**config.mk**
```make
export PLATFORM = sky130hd
export DESIGN_NAME = lfsr_pixel_source
export DESIGN_NICKNAME = d
export VERILOG_FILES = /design/src/rtl/lfsr_pixel_source_pkg.sv /design/src/rtl/lfsr_pixel_source_lfsr16_core.sv /design/src/rtl/lfsr_pixel_source.sv
export SDC_FILE = /design/constraint.sdc
export NUM_CORES = 1
export LEC_CHECK = 0
export ABC_CLOCK_PERIOD_IN_PS = 3600
export CORE_MARGIN = 5
export CORE_UTILIZATION = 45
export CTS_CLUSTER_DIAMETER = 100
export DETAILED_ROUTE_END_ITERATION = 10
export SYNTH_ARGS = -nofsm -noshare
export SYNTH_HDL_FRONTEND = slang
export SYNTH_SLANG_ARGS = --single-unit
```
**constraint.sdc**
```tcl
create_clock -name clk_i -period 3.6 [get_ports clk_i]
set_input_delay 0.36 -clock clk_i [delete_from_list [all_inputs] [get_ports clk_i]]
set_output_delay 0.36 -clock clk_i [all_outputs]
set_load 0.02 [all_outputs]
```
**src/rtl/lfsr_pixel_source_pkg.sv**
```systemverilog
// Shared definitions for the LFSR pixel source: widths, default seed,
// controller state encoding and the pure LFSR/pixel helper functions.
package lfsr_pixel_source_pkg;

  localparam int MAX_PIXEL_BITS = 24;
  localparam int LFSR_WIDTH = 16;
  localparam logic [LFSR_WIDTH-1:0] LFSR_DEFAULT_SEED = 16'hACE1;

  typedef enum logic [2:0] {
    S_LOAD0,
    S_LOAD1,
    S_LOAD2,
    S_LOAD3,
    S_ARMED,
    S_RUN,
    S_DONE
  } src_state_t;

  // Fibonacci step, taps 16/14/13/11 (bits 15,13,12,10)
  function automatic logic [LFSR_WIDTH-1:0] lfsr_next(input logic [LFSR_WIDTH-1:0] l);
    return {l[14:0], l[15] ^ l[13] ^ l[12] ^ l[10]};
  endfunction

  // Pixel packing: hi byte, lo byte, hi^lo
  function automatic logic [MAX_PIXEL_BITS-1:0] lfsr_to_pixel(input logic [LFSR_WIDTH-1:0] l);
    return {l[15:8], l[7:0], l[15:8] ^ l[7:0]};
  endfunction

endpackage

```
**src/rtl/lfsr_pixel_source_lfsr16_core.sv**
```systemverilog
// 16-bit Fibonacci LFSR register with seed load and enable-step.
// A zero seed is replaced by LFSR_DEFAULT_SEED so the register never locks up.
module lfsr16_core
  import lfsr_pixel_source_pkg::*;
(
  input  logic                  clk_i,
  input  logic                  nreset_i,
  input  logic                  load_i,
  input  logic [LFSR_WIDTH-1:0] seed_i,
  input  logic                  step_i,
  output logic [LFSR_WIDTH-1:0] value_o
);

  logic [LFSR_WIDTH-1:0] lfsr_q;

  // Load has priority over step; the value holds otherwise
  always_ff @(posedge clk_i or negedge nreset_i) begin
    if (!nreset_i) begin
      lfsr_q <= '0;
    end else if (load_i) begin
      lfsr_q <= (seed_i == '0) ? LFSR_DEFAULT_SEED : seed_i;
    end else if (step_i) begin
      lfsr_q <= lfsr_next(lfsr_q);
    end
  end

  assign value_o = lfsr_q;

endmodule

```
**src/rtl/lfsr_pixel_source.sv**
```systemverilog
// Built-in pixel generator: loads seed/stop from a byte stream, then emits one
// LFSR-derived pixel every PX_INTERVAL clocks until the stop code or MAX_STEPS.
// Optional build macro LFSR_SRC_COUNT_EN adds px_count_o (pixels in current/last run).
module lfsr_pixel_source
  import lfsr_pixel_source_pkg::*;
#(
  parameter int PX_WIDTH    = MAX_PIXEL_BITS,
  parameter int PX_INTERVAL = 4,
  parameter int MAX_STEPS   = 65535
) (
  input  logic                clk_i,
  input  logic                nreset_i,
  input  logic [7:0]          byte_i,
  input  logic                byte_valid_i,
  input  logic                start_i,
  output logic [PX_WIDTH-1:0] pixel_o,
  output logic                px_rdy_o,
  output logic                busy_o,
`ifdef LFSR_SRC_COUNT_EN
  output logic [15:0]         px_count_o,
`endif
  output logic                done_o
);

  localparam int CNT_W = $clog2(PX_INTERVAL);
  localparam logic [CNT_W-1:0] IVL_LAST = CNT_W'(PX_INTERVAL - 1);

  src_state_t            state_q, state_d;
  logic [15:0]           seed_q, seed_d;
  logic [15:0]           stop_q, stop_d;
  logic [CNT_W-1:0]      ivl_q, ivl_d;
  logic [15:0]           step_q, step_d;
  logic [PX_WIDTH-1:0]   pixel_q, pixel_d;
  logic                  rdy_q, rdy_d;
  logic                  busy_q, done_q;
  logic                  lfsr_load, lfsr_step;
  logic [LFSR_WIDTH-1:0] lfsr_val;
`ifdef LFSR_SRC_COUNT_EN
  logic [15:0]           count_q, count_d;
`endif

  lfsr16_core u_lfsr (
    .clk_i    (clk_i),
    .nreset_i (nreset_i),
    .load_i   (lfsr_load),
    .seed_i   (seed_q),
    .step_i   (lfsr_step),
    .value_o  (lfsr_val)
  );

  // Next-state, config capture and pixel emission
  always_comb begin
    state_d   = state_q;
    seed_d    = seed_q;
    stop_d    = stop_q;
    ivl_d     = ivl_q;
    step_d    = step_q;
    pixel_d   = pixel_q;
    rdy_d     = 1'b0;
    lfsr_load = 1'b0;
    lfsr_step = 1'b0;
`ifdef LFSR_SRC_COUNT_EN
    count_d   = count_q;
`endif
    case (state_q)
      S_LOAD0: if (byte_valid_i) begin seed_d[15:8] = byte_i; state_d = S_LOAD1; end
      S_LOAD1: if (byte_valid_i) begin seed_d[7:0]  = byte_i; state_d = S_LOAD2; end
      S_LOAD2: if (byte_valid_i) begin stop_d[15:8] = byte_i; state_d = S_LOAD3; end
      S_LOAD3: if (byte_valid_i) begin stop_d[7:0]  = byte_i; state_d = S_ARMED; end
      S_ARMED, S_DONE: begin
        // A new byte restarts configuration and beats a simultaneous start
        if (byte_valid_i) begin
          seed_d[15:8] = byte_i;
          state_d      = S_LOAD1;
        end else if (start_i) begin
          state_d   = S_RUN;
          lfsr_load = 1'b1;
          ivl_d     = '0;
          step_d    = '0;
`ifdef LFSR_SRC_COUNT_EN
          count_d   = '0;
`endif
        end
      end
      S_RUN: begin
        if (ivl_q == IVL_LAST) begin
          ivl_d     = '0;
          pixel_d   = PX_WIDTH'(lfsr_to_pixel(lfsr_val));
          rdy_d     = 1'b1;
          step_d    = step_q + 16'd1;
          lfsr_step = 1'b1;
`ifdef LFSR_SRC_COUNT_EN
          count_d   = count_q + 16'd1;
`endif
          if ((lfsr_val == stop_q) || (step_d == 16'(MAX_STEPS))) begin
            state_d = S_DONE;
          end
        end else begin
          ivl_d = ivl_q + CNT_W'(1);
        end
      end
      default: state_d = S_LOAD0;
    endcase
  end

  // State, config, counters and registered outputs
  always_ff @(posedge clk_i or negedge nreset_i) begin
    if (!nreset_i) begin
      state_q <= S_LOAD0;
      seed_q  <= '0;
      stop_q  <= '0;
      ivl_q   <= '0;
      step_q  <= '0;
      pixel_q <= '0;
      rdy_q   <= 1'b0;
      busy_q  <= 1'b0;
      done_q  <= 1'b0;
`ifdef LFSR_SRC_COUNT_EN
      count_q <= '0;
`endif
    end else begin
      state_q <= state_d;
      seed_q  <= seed_d;
      stop_q  <= stop_d;
      ivl_q   <= ivl_d;
      step_q  <= step_d;
      pixel_q <= pixel_d;
      rdy_q   <= rdy_d;
      busy_q  <= (state_d == S_RUN);
      done_q  <= (state_d == S_DONE);
`ifdef LFSR_SRC_COUNT_EN
      count_q <= count_d;
`endif
    end
  end

  assign pixel_o  = pixel_q;
  assign px_rdy_o = rdy_q;
  assign busy_o   = busy_q;
  assign done_o   = done_q;
`ifdef LFSR_SRC_COUNT_EN
  assign px_count_o = count_q;
`endif

endmodule

```
==> results of run 1 <==
## cell type report
cell class	instances	area, sq um	share of cell area
clock buffer	11	141.4	0.02772
clock inverter	5	63.81	0.01251
inverter	9	33.78	0.006623
multi-input combinational	297	1878	0.3682
sequential	96	2402	0.4709
tap	133	166.4	0.03262
timing repair buffer	43	415.4	0.08143
## registers in the layout (all words and copies together) (netlist names), 2 cells and up
| name | flops |
|---|---|
| pixel_o | 24 |
| seed_q | 16 |
| step_q | 16 |
| stop_q | 16 |
| u_lfsr.value_o | 16 |
| state_q | 3 |
| ivl_q | 2 |
## cell families (layout without fill, tap and decap cells)
logic type / after synthesis / count (layout) / share of synthesized area
and+or+nand+nor: 153 / 153 / 0.1663
DFF: 96 / 96 / 0.5431
AOI/OAI and AO/OA: 76 / 76 / 0.1024
xor gates and xnor gates: 33 / 33 / 0.06535
muxes: 32 / 32 / 0.08147
buffers and inverters: 31 / 68 / 0.03281
adders and majority gates: 3 / 3 / 0.008487
## layer usage
metal / share of wire / up-vias
li1: - / 1534
met3: 0.022 / 14
met1: 0.47 / 1637
met4: 0.019 / 0
met2: 0.49 / 44
met5: 0 / -
## worst max-delay path by stage
stage	startpoint	endpoint	slack (ns)	cells after the start
6_report	state_q[0]	step_q[11]	1.21	6
3_3_place_gp	byte_valid_i	step_q[3]	1.00	7
3_5_place_dp	byte_valid_i	step_q[11]	0.88	7
4_1_cts	state_q[0]	step_q[11]	1.23	6
5_1_grt	state_q[0]	step_q[9]	1.03	6
2_1_floorplan	step_q[0]	busy_o	1.79	6
## cell usage after synthesis (2+ instances only)
cell type / instances / area share
sky130_fd_sc_hd__nand4_1: 5 / 0.0071
sky130_fd_sc_hd__buf_6: 2 / 0.0051
sky130_fd_sc_hd__ha_1: 3 / 0.0085
sky130_fd_sc_hd__a222oi_1: 5 / 0.011
sky130_fd_sc_hd__a211oi_1: 2 / 0.0034
sky130_fd_sc_hd__a21oi_1: 21 / 0.024
sky130_fd_sc_hd__xnor2_1: 14 / 0.028
sky130_fd_sc_hd__clkbuf_1: 11 / 0.0093
sky130_fd_sc_hd__nand2_1: 81 / 0.069
sky130_fd_sc_hd__o21ai_0: 31 / 0.035
sky130_fd_sc_hd__o22ai_1: 2 / 0.0028
sky130_fd_sc_hd__nor2_1: 20 / 0.017
sky130_fd_sc_hd__xor2_1: 19 / 0.038
sky130_fd_sc_hd__nor2b_1: 2 / 0.0028
sky130_fd_sc_hd__a31oi_1: 2 / 0.0028
sky130_fd_sc_hd__and2_1: 2 / 0.0028
sky130_fd_sc_hd__inv_1: 8 / 0.0068
sky130_fd_sc_hd__nand3_1: 14 / 0.016
sky130_fd_sc_hd__nor3b_2: 2 / 0.0057
sky130_fd_sc_hd__a22o_1: 3 / 0.0059
sky130_fd_sc_hd__mux2_2: 32 / 0.081
sky130_fd_sc_hd__o31ai_1: 3 / 0.0051
sky130_fd_sc_hd__and3_1: 2 / 0.0028
sky130_fd_sc_hd__buf_2: 8 / 0.0091
sky130_fd_sc_hd__dfrtp_1: 96 / 0.54
sky130_fd_sc_hd__nand2b_1: 2 / 0.0028
sky130_fd_sc_hd__nor4_1: 9 / 0.013
sky130_fd_sc_hd__nor3_1: 3 / 0.0034
## layout by cell type, fill, tap and decap left out, types with 8 or more instances in the layout
master	instances
sky130_fd_sc_hd__a21oi_1	21
sky130_fd_sc_hd__xor2_1	19
sky130_fd_sc_hd__clkbuf_8	10
sky130_fd_sc_hd__xnor2_1	14
sky130_fd_sc_hd__nor2_1	20
sky130_fd_sc_hd__nand3_1	14
sky130_fd_sc_hd__nor4_1	9
sky130_fd_sc_hd__inv_1	8
sky130_fd_sc_hd__o21ai_0	31
sky130_fd_sc_hd__dfrtp_1	96
sky130_fd_sc_hd__nand2_1	80
sky130_fd_sc_hd__mux2_2	32
sky130_fd_sc_hd__clkdlybuf4s50_1	37
## worst max-delay path: cells and delay by family, from the launching register on
kind                   cells  cell delay, ns
AOI/OAI and AO/OA          2            0.27
and+or+nand+nor            3            1.18
DFF                        1            0.51
buffers and inverters      1            0.27
## where the power goes
| group | internal, mW | switching, mW |
|---|---|---|
| registers | 1.54 | 0.513 |
| logic | 0.713 | 0.626 |
| clock network | 0.346 | 0.396 |
## through the flow
step	util	instance area (sq um)	setup WS [ns]
CTS	0.5267	5101	1.231
finish	0.5267	5101	1.205
global route	0.5267	5101	1.025
detailed placement	0.5056	4896	0.8829
global placement	0.5056	4896	1.003
floorplan	-	4423	1.793
==> flow_summary.toml, run 1 <==
[clock_network]
cts_buffers = 9
cts-root-to-sink-buffers = 2
cts_resized = 0
tritoncts = "done"
clk_transition_reported_paths_ns = 0.10
hold_buf_count_cts = 0
postCtsSetupRepairBufs = 0
clk_root_buffer_cell = "sky130_fd_sc_hd__clkbuf_8"
cts.sink_count = 96
insertion_delay_ns = 0.37
ctsHtreeMaxLevel = 3

[floorplan]
design.core.area_sq_mm = 0.009684
pin_count = 39
fp.dieArea_sq_mm = 0.01191
floorplan.die.width_um = 109.1
std_cell_rows = 36
initial_core_util = 0.4567
die_h_um = 109.1

[synthesis]
netlist_area_before_placement_sq_mm = 0.004423
synth-async-reset-ratio = 1.000
yosysSeqAreaShare = 0.5431
syn-instance-count = 424
synth_warnings = 0
net_count_after_synthesis = 439
ys.flop_type = "sky130_fd_sc_hd__dfrtp_1"
synth-edff-count = 0
yosys_register_bits = 96
syn_avg_cell_area_sq_um = 10.43
netlist-cell-type-count = 48

[global_route]
busiest_layer = "met2"
grt_first_pass_wirelength_um = 17020
grt_pass1_vias = 3220
grtUsageMet2 = 0.2965
grt_max_degree = 59
track_usage = 0.1855
number_of_antenna_violations_at_the_first_check_in_global_routing = 0
met3_track_utilization_from_global_routing = 0.02664
global_route.usage.met1 = 0.2598
aggregate_global_routing_overflow = 0

[power_and_ir_drop]
report.power.total_mw = 4.130
power.ir.vdd_worst_mv = 0.3502
power_per_unit_of_standard_cell_area_mw_per_mm2 = 809.6
power.static_leakage_nw = 2.246

[sta]
totalNegativeSetupSlack_ns = 0
final_hold_viol_count = 0
finalClockSkew_ns = 0.01438
fin_crit_sh = 0.6652
setup_viol = 0
unrepaired_setup_endpoints_after_global_routing = "no"
clock.fmax_ghz = 0.4176
worst_pin_slew_ns = 0.8513
whs_ns = 0.02299
max_slew_margin = 0.4300
period_needed_ns = 2.395
timing_max_transition_violations_final = 0

[final_layout]
syn2layout_area_growth_pct = 15.33
num_antenna_cells = 0
fillers = 881
nets = 471
fraction_of_final_layout_cells_with_drive_strength_greater_than_1 = 0.1323
layout.cells.non_filler = 594

[flow_run]
timing.max_cap.violations = 0

[critical_path]
cp_slowest_cell = "sky130_fd_sc_hd__and2_1"
required_time_of_the_worst_setup_path_ns = 3.83
r2r_slack_ns = 1.21
timing.reg2reg.worst_path_depth = 6
critPathCaptureType = "register"
regToRegStartpoint = "state_q[0]"
worstPathArrival_ns = 2.62
critical_path.startpoint_type = "register"
crit_chain = "nor3b_2 -> and2_1 -> nor2_1 -> buf_4 -> o21ai_0 -> o31ai_1"
worstSetupPathType = "reg2reg"
rr_endpoint = "step_q[11]"
critPathMaxFanout = 15
timing.critical_path.slowest_cell_delay_ns = 0.52

[route]
num_vias = 3229
drt-initial-drc-count = 157
wl_um = 10020
number_of_vias_per_cell = 5.436
drt_pre_antenna_iters = 5
avgRoutedWirePerCell_um = 16.86
post-route-drc-count = 0
ant_nets = 0

[outcome]
outcome = "complete, no violations"

[placement]
detailed_place_hpwl_um = 6949
port_buffers = 38
gp_congestion = 0.8210
placedCellCount = 578

[min_path]
hold_class = "in2async"
No activity file was read; power rests on OpenSTA's default activity.
==> run 2: changes to the inputs <==
--- a/config.mk
+++ b/config.mk
@@ -5,7 +5,7 @@
 export SDC_FILE = /design/constraint.sdc
 export NUM_CORES = 1
 export LEC_CHECK = 0
-export ABC_CLOCK_PERIOD_IN_PS = 3600
+export ABC_CLOCK_PERIOD_IN_PS = 2390
 export CORE_MARGIN = 5
 export CORE_UTILIZATION = 45
 export CTS_CLUSTER_DIAMETER = 100
==> constraint.sdc (replaced) <==
create_clock -name clk_i -period 2.39 [get_ports clk_i]
set_input_delay 0.239 -clock clk_i [delete_from_list [all_inputs] [get_ports clk_i]]
set_output_delay 0.239 -clock clk_i [all_outputs]
set_load 0.02 [all_outputs]
==> run 2 against run 1 <==
  * Maximum frequency grew 17%
  * Critical path depth stayed put
  * Critical path type unchanged
  * Sequential share of layout area down 1.0 points
  * Register-to-register slack got worse by 0.87 ns
  * Critical endpoint is now busy_o
  * Final cell count is 1.2% higher
  * Largest power group unchanged
  * First-iteration DRC count is 21% higher
  * Non-clock buffer count grew 8
  * Die area stayed put
  * Worst setup slack worse by 0.87 ns
  * Core utilization up 1.1 points
  * Total power increased by 54%
==> flow_summary.toml, run 2 (synthesized netlist as in run 1, its figures left out) <==
[outcome]
outcome = "complete, no violations"

[critical_path]
worstPathArrival_ns = 2.32
critical_path.startpoint_type = "register"
r2r_slack_ns = 0.34
worstSetupPathType = "reg2reg"
rr_endpoint = "busy_o"
crit_chain = "ha_1 -> nand2_1 -> nor4_2 -> xnor2_1 -> and4bb_1 -> a311oi_1"
critPathCaptureType = "register"
timing.reg2reg.worst_path_depth = 6
regToRegStartpoint = "step_q[0]"
required_time_of_the_worst_setup_path_ns = 2.66
critPathMaxFanout = 5
timing.critical_path.slowest_cell_delay_ns = 0.42
cp_slowest_cell = "sky130_fd_sc_hd__dfrtp_1"

[floorplan]
initial_core_util = 0.4567
pin_count = 39
std_cell_rows = 36
fp.dieArea_sq_mm = 0.01191
design.core.area_sq_mm = 0.009684
die_h_um = 109.1
floorplan.die.width_um = 109.1

[sta]
worst_pin_slew_ns = 0.5051
max_slew_margin = 0.6629
unrepaired_setup_endpoints_after_global_routing = "no"
setup_ws_ns = 0.3365
whs_ns = 0.3362
period_needed_ns = 2.054
finalClockSkew_ns = 0.01577
timing_max_transition_violations_final = 0
totalNegativeSetupSlack_ns = 0
clock.fmax_ghz = 0.4870
final_hold_viol_count = 0
fin_crit_sh = 0.8592
setup_viol = 0

[power_and_ir_drop]
internal_power_mw = 4.028
power_switching_share = 0.3660
power.ir.vdd_worst_mv = 0.5722
p_switching_mw = 2.326
combinationalPowerShare = 0.332
power_per_unit_of_standard_cell_area_mw_per_mm2 = 1219
report.power.total_mw = 6.354
power.share.clock = 0.185
power.sequential.fraction = 0.484
power.static_leakage_nw = 2.309

[placement]
dpl_worst_slack_ns = 0.3106
port_buffers = 38
placedCellCount = 585
postPlaceCellArea_sq_mm = 0.004986
gp_congestion = 0.8713
detailed_place_hpwl_um = 7102

[final_layout]
final_common_cell = "sky130_fd_sc_hd__dfrtp_1"
fin_util = 0.5381
layout.cells.non_filler = 601
nets = 479
largest_register_ff_count = 24
final_design_area_no_fill_sq_mm = 0.005211
layout_common_cells = "sky130_fd_sc_hd__dfrtp_1, sky130_fd_sc_hd__nand2_1, sky130_fd_sc_hd__clkdlybuf4s50_1"
num_antenna_cells = 0
fraction_of_final_layout_cells_with_drive_strength_greater_than_1 = 0.1453
syn2layout_area_growth_pct = 17.82

[global_route]
aggregate_global_routing_overflow = 0
grt_first_pass_wirelength_um = 16930
number_of_antenna_violations_at_the_first_check_in_global_routing = 0
grt_pass1_vias = 3229
track_usage = 0.1854
grt_max_degree = 70

[route]
number_of_vias_per_cell = 5.383
avgRoutedWirePerCell_um = 16.92
post-route-drc-count = 0
wl_um = 10170
num_vias = 3235
ant_nets = 0
drt_pre_antenna_iters = 5
drt-initial-drc-count = 190

[clock_network]
cts.sink_count = 96
clk_transition_reported_paths_ns = 0.10
cts-root-to-sink-buffers = 2
tritoncts = "done"
ctsHtreeMaxLevel = 3
clk_root_buffer_cell = "sky130_fd_sc_hd__clkbuf_8"
insertion_delay_ns = 0.37
cts_buffers = 9

[flow_run]
timing.max_cap.violations = 0

[min_path]
hold_class = "in2async"
[run 2: worst max path at each step]
stage          slack (ns)          from        end  cells past startpoint
2_1_floorplan        0.58     step_q[0]     busy_o                      6
3_3_place_gp         0.33  byte_valid_i  seed_q[7]                      5
3_5_place_dp         0.31  byte_valid_i  seed_q[3]                      5
4_1_cts              0.32     step_q[0]     busy_o                      6
5_1_grt              0.16     step_q[0]     busy_o                      6
6_report             0.34     step_q[0]     busy_o                      6
[run 2: metal layers]
| layer | GRT usage | share of wire | vias up | routed length (um) |
|---|---|---|---|---|
| li1 | - | - | 1556 | - |
| met1 | 0.2479 | 0.45 | 1602 | 4552 |
| met2 | 0.3048 | 0.50 | 60 | 5101 |
| met3 | 0.02842 | 0.030 | 17 | 310 |
| met4 | 0.06943 | 0.020 | 0 | 207 |
| met5 | 0 | 0 | - | 0 |
[run 2: repair_timing]
action,in CTS,in global routing
endpoints found under the hold margin,27,0
hold buffers,1,0
buffers inserted,0,0
resized for setup,0,0
[run 2: critical path, delay by kind of cell, from the launching register on]
| family | cells | cell delay [ns] |
|---|---|---|
| simple gates | 3 | 0.83 |
| flops | 1 | 0.42 |
| fa+ha+maj | 1 | 0.27 |
| compound gates | 1 | 0.26 |
| xor+xnor | 1 | 0.18 |
[run 2: area by class of cell]
class                           count  area [sq um]
Fill cell                         892          4473
Sequential cell                    96          2402
Timing Repair Buffer               51         515.5
Tap cell                          133         166.4
Clock buffer                        9         123.9
Inverter                            9         33.78
Multi-Input combinational cell    297          1878
Clock inverter                      6         91.34
[run 2: power groups by stage]
stage / sequential (mW) / clock (mW) / combinational (mW)
floorplan: 2.97 / 0 / 1.44
global placement: 3.09 / 0 / 2.08
detailed placement: 3.10 / 0 / 2.12
CTS: 3.07 / 1.21 / 2.13
global route: 3.17 / 1.27 / 2.35
finish: 3.07 / 1.17 / 2.11
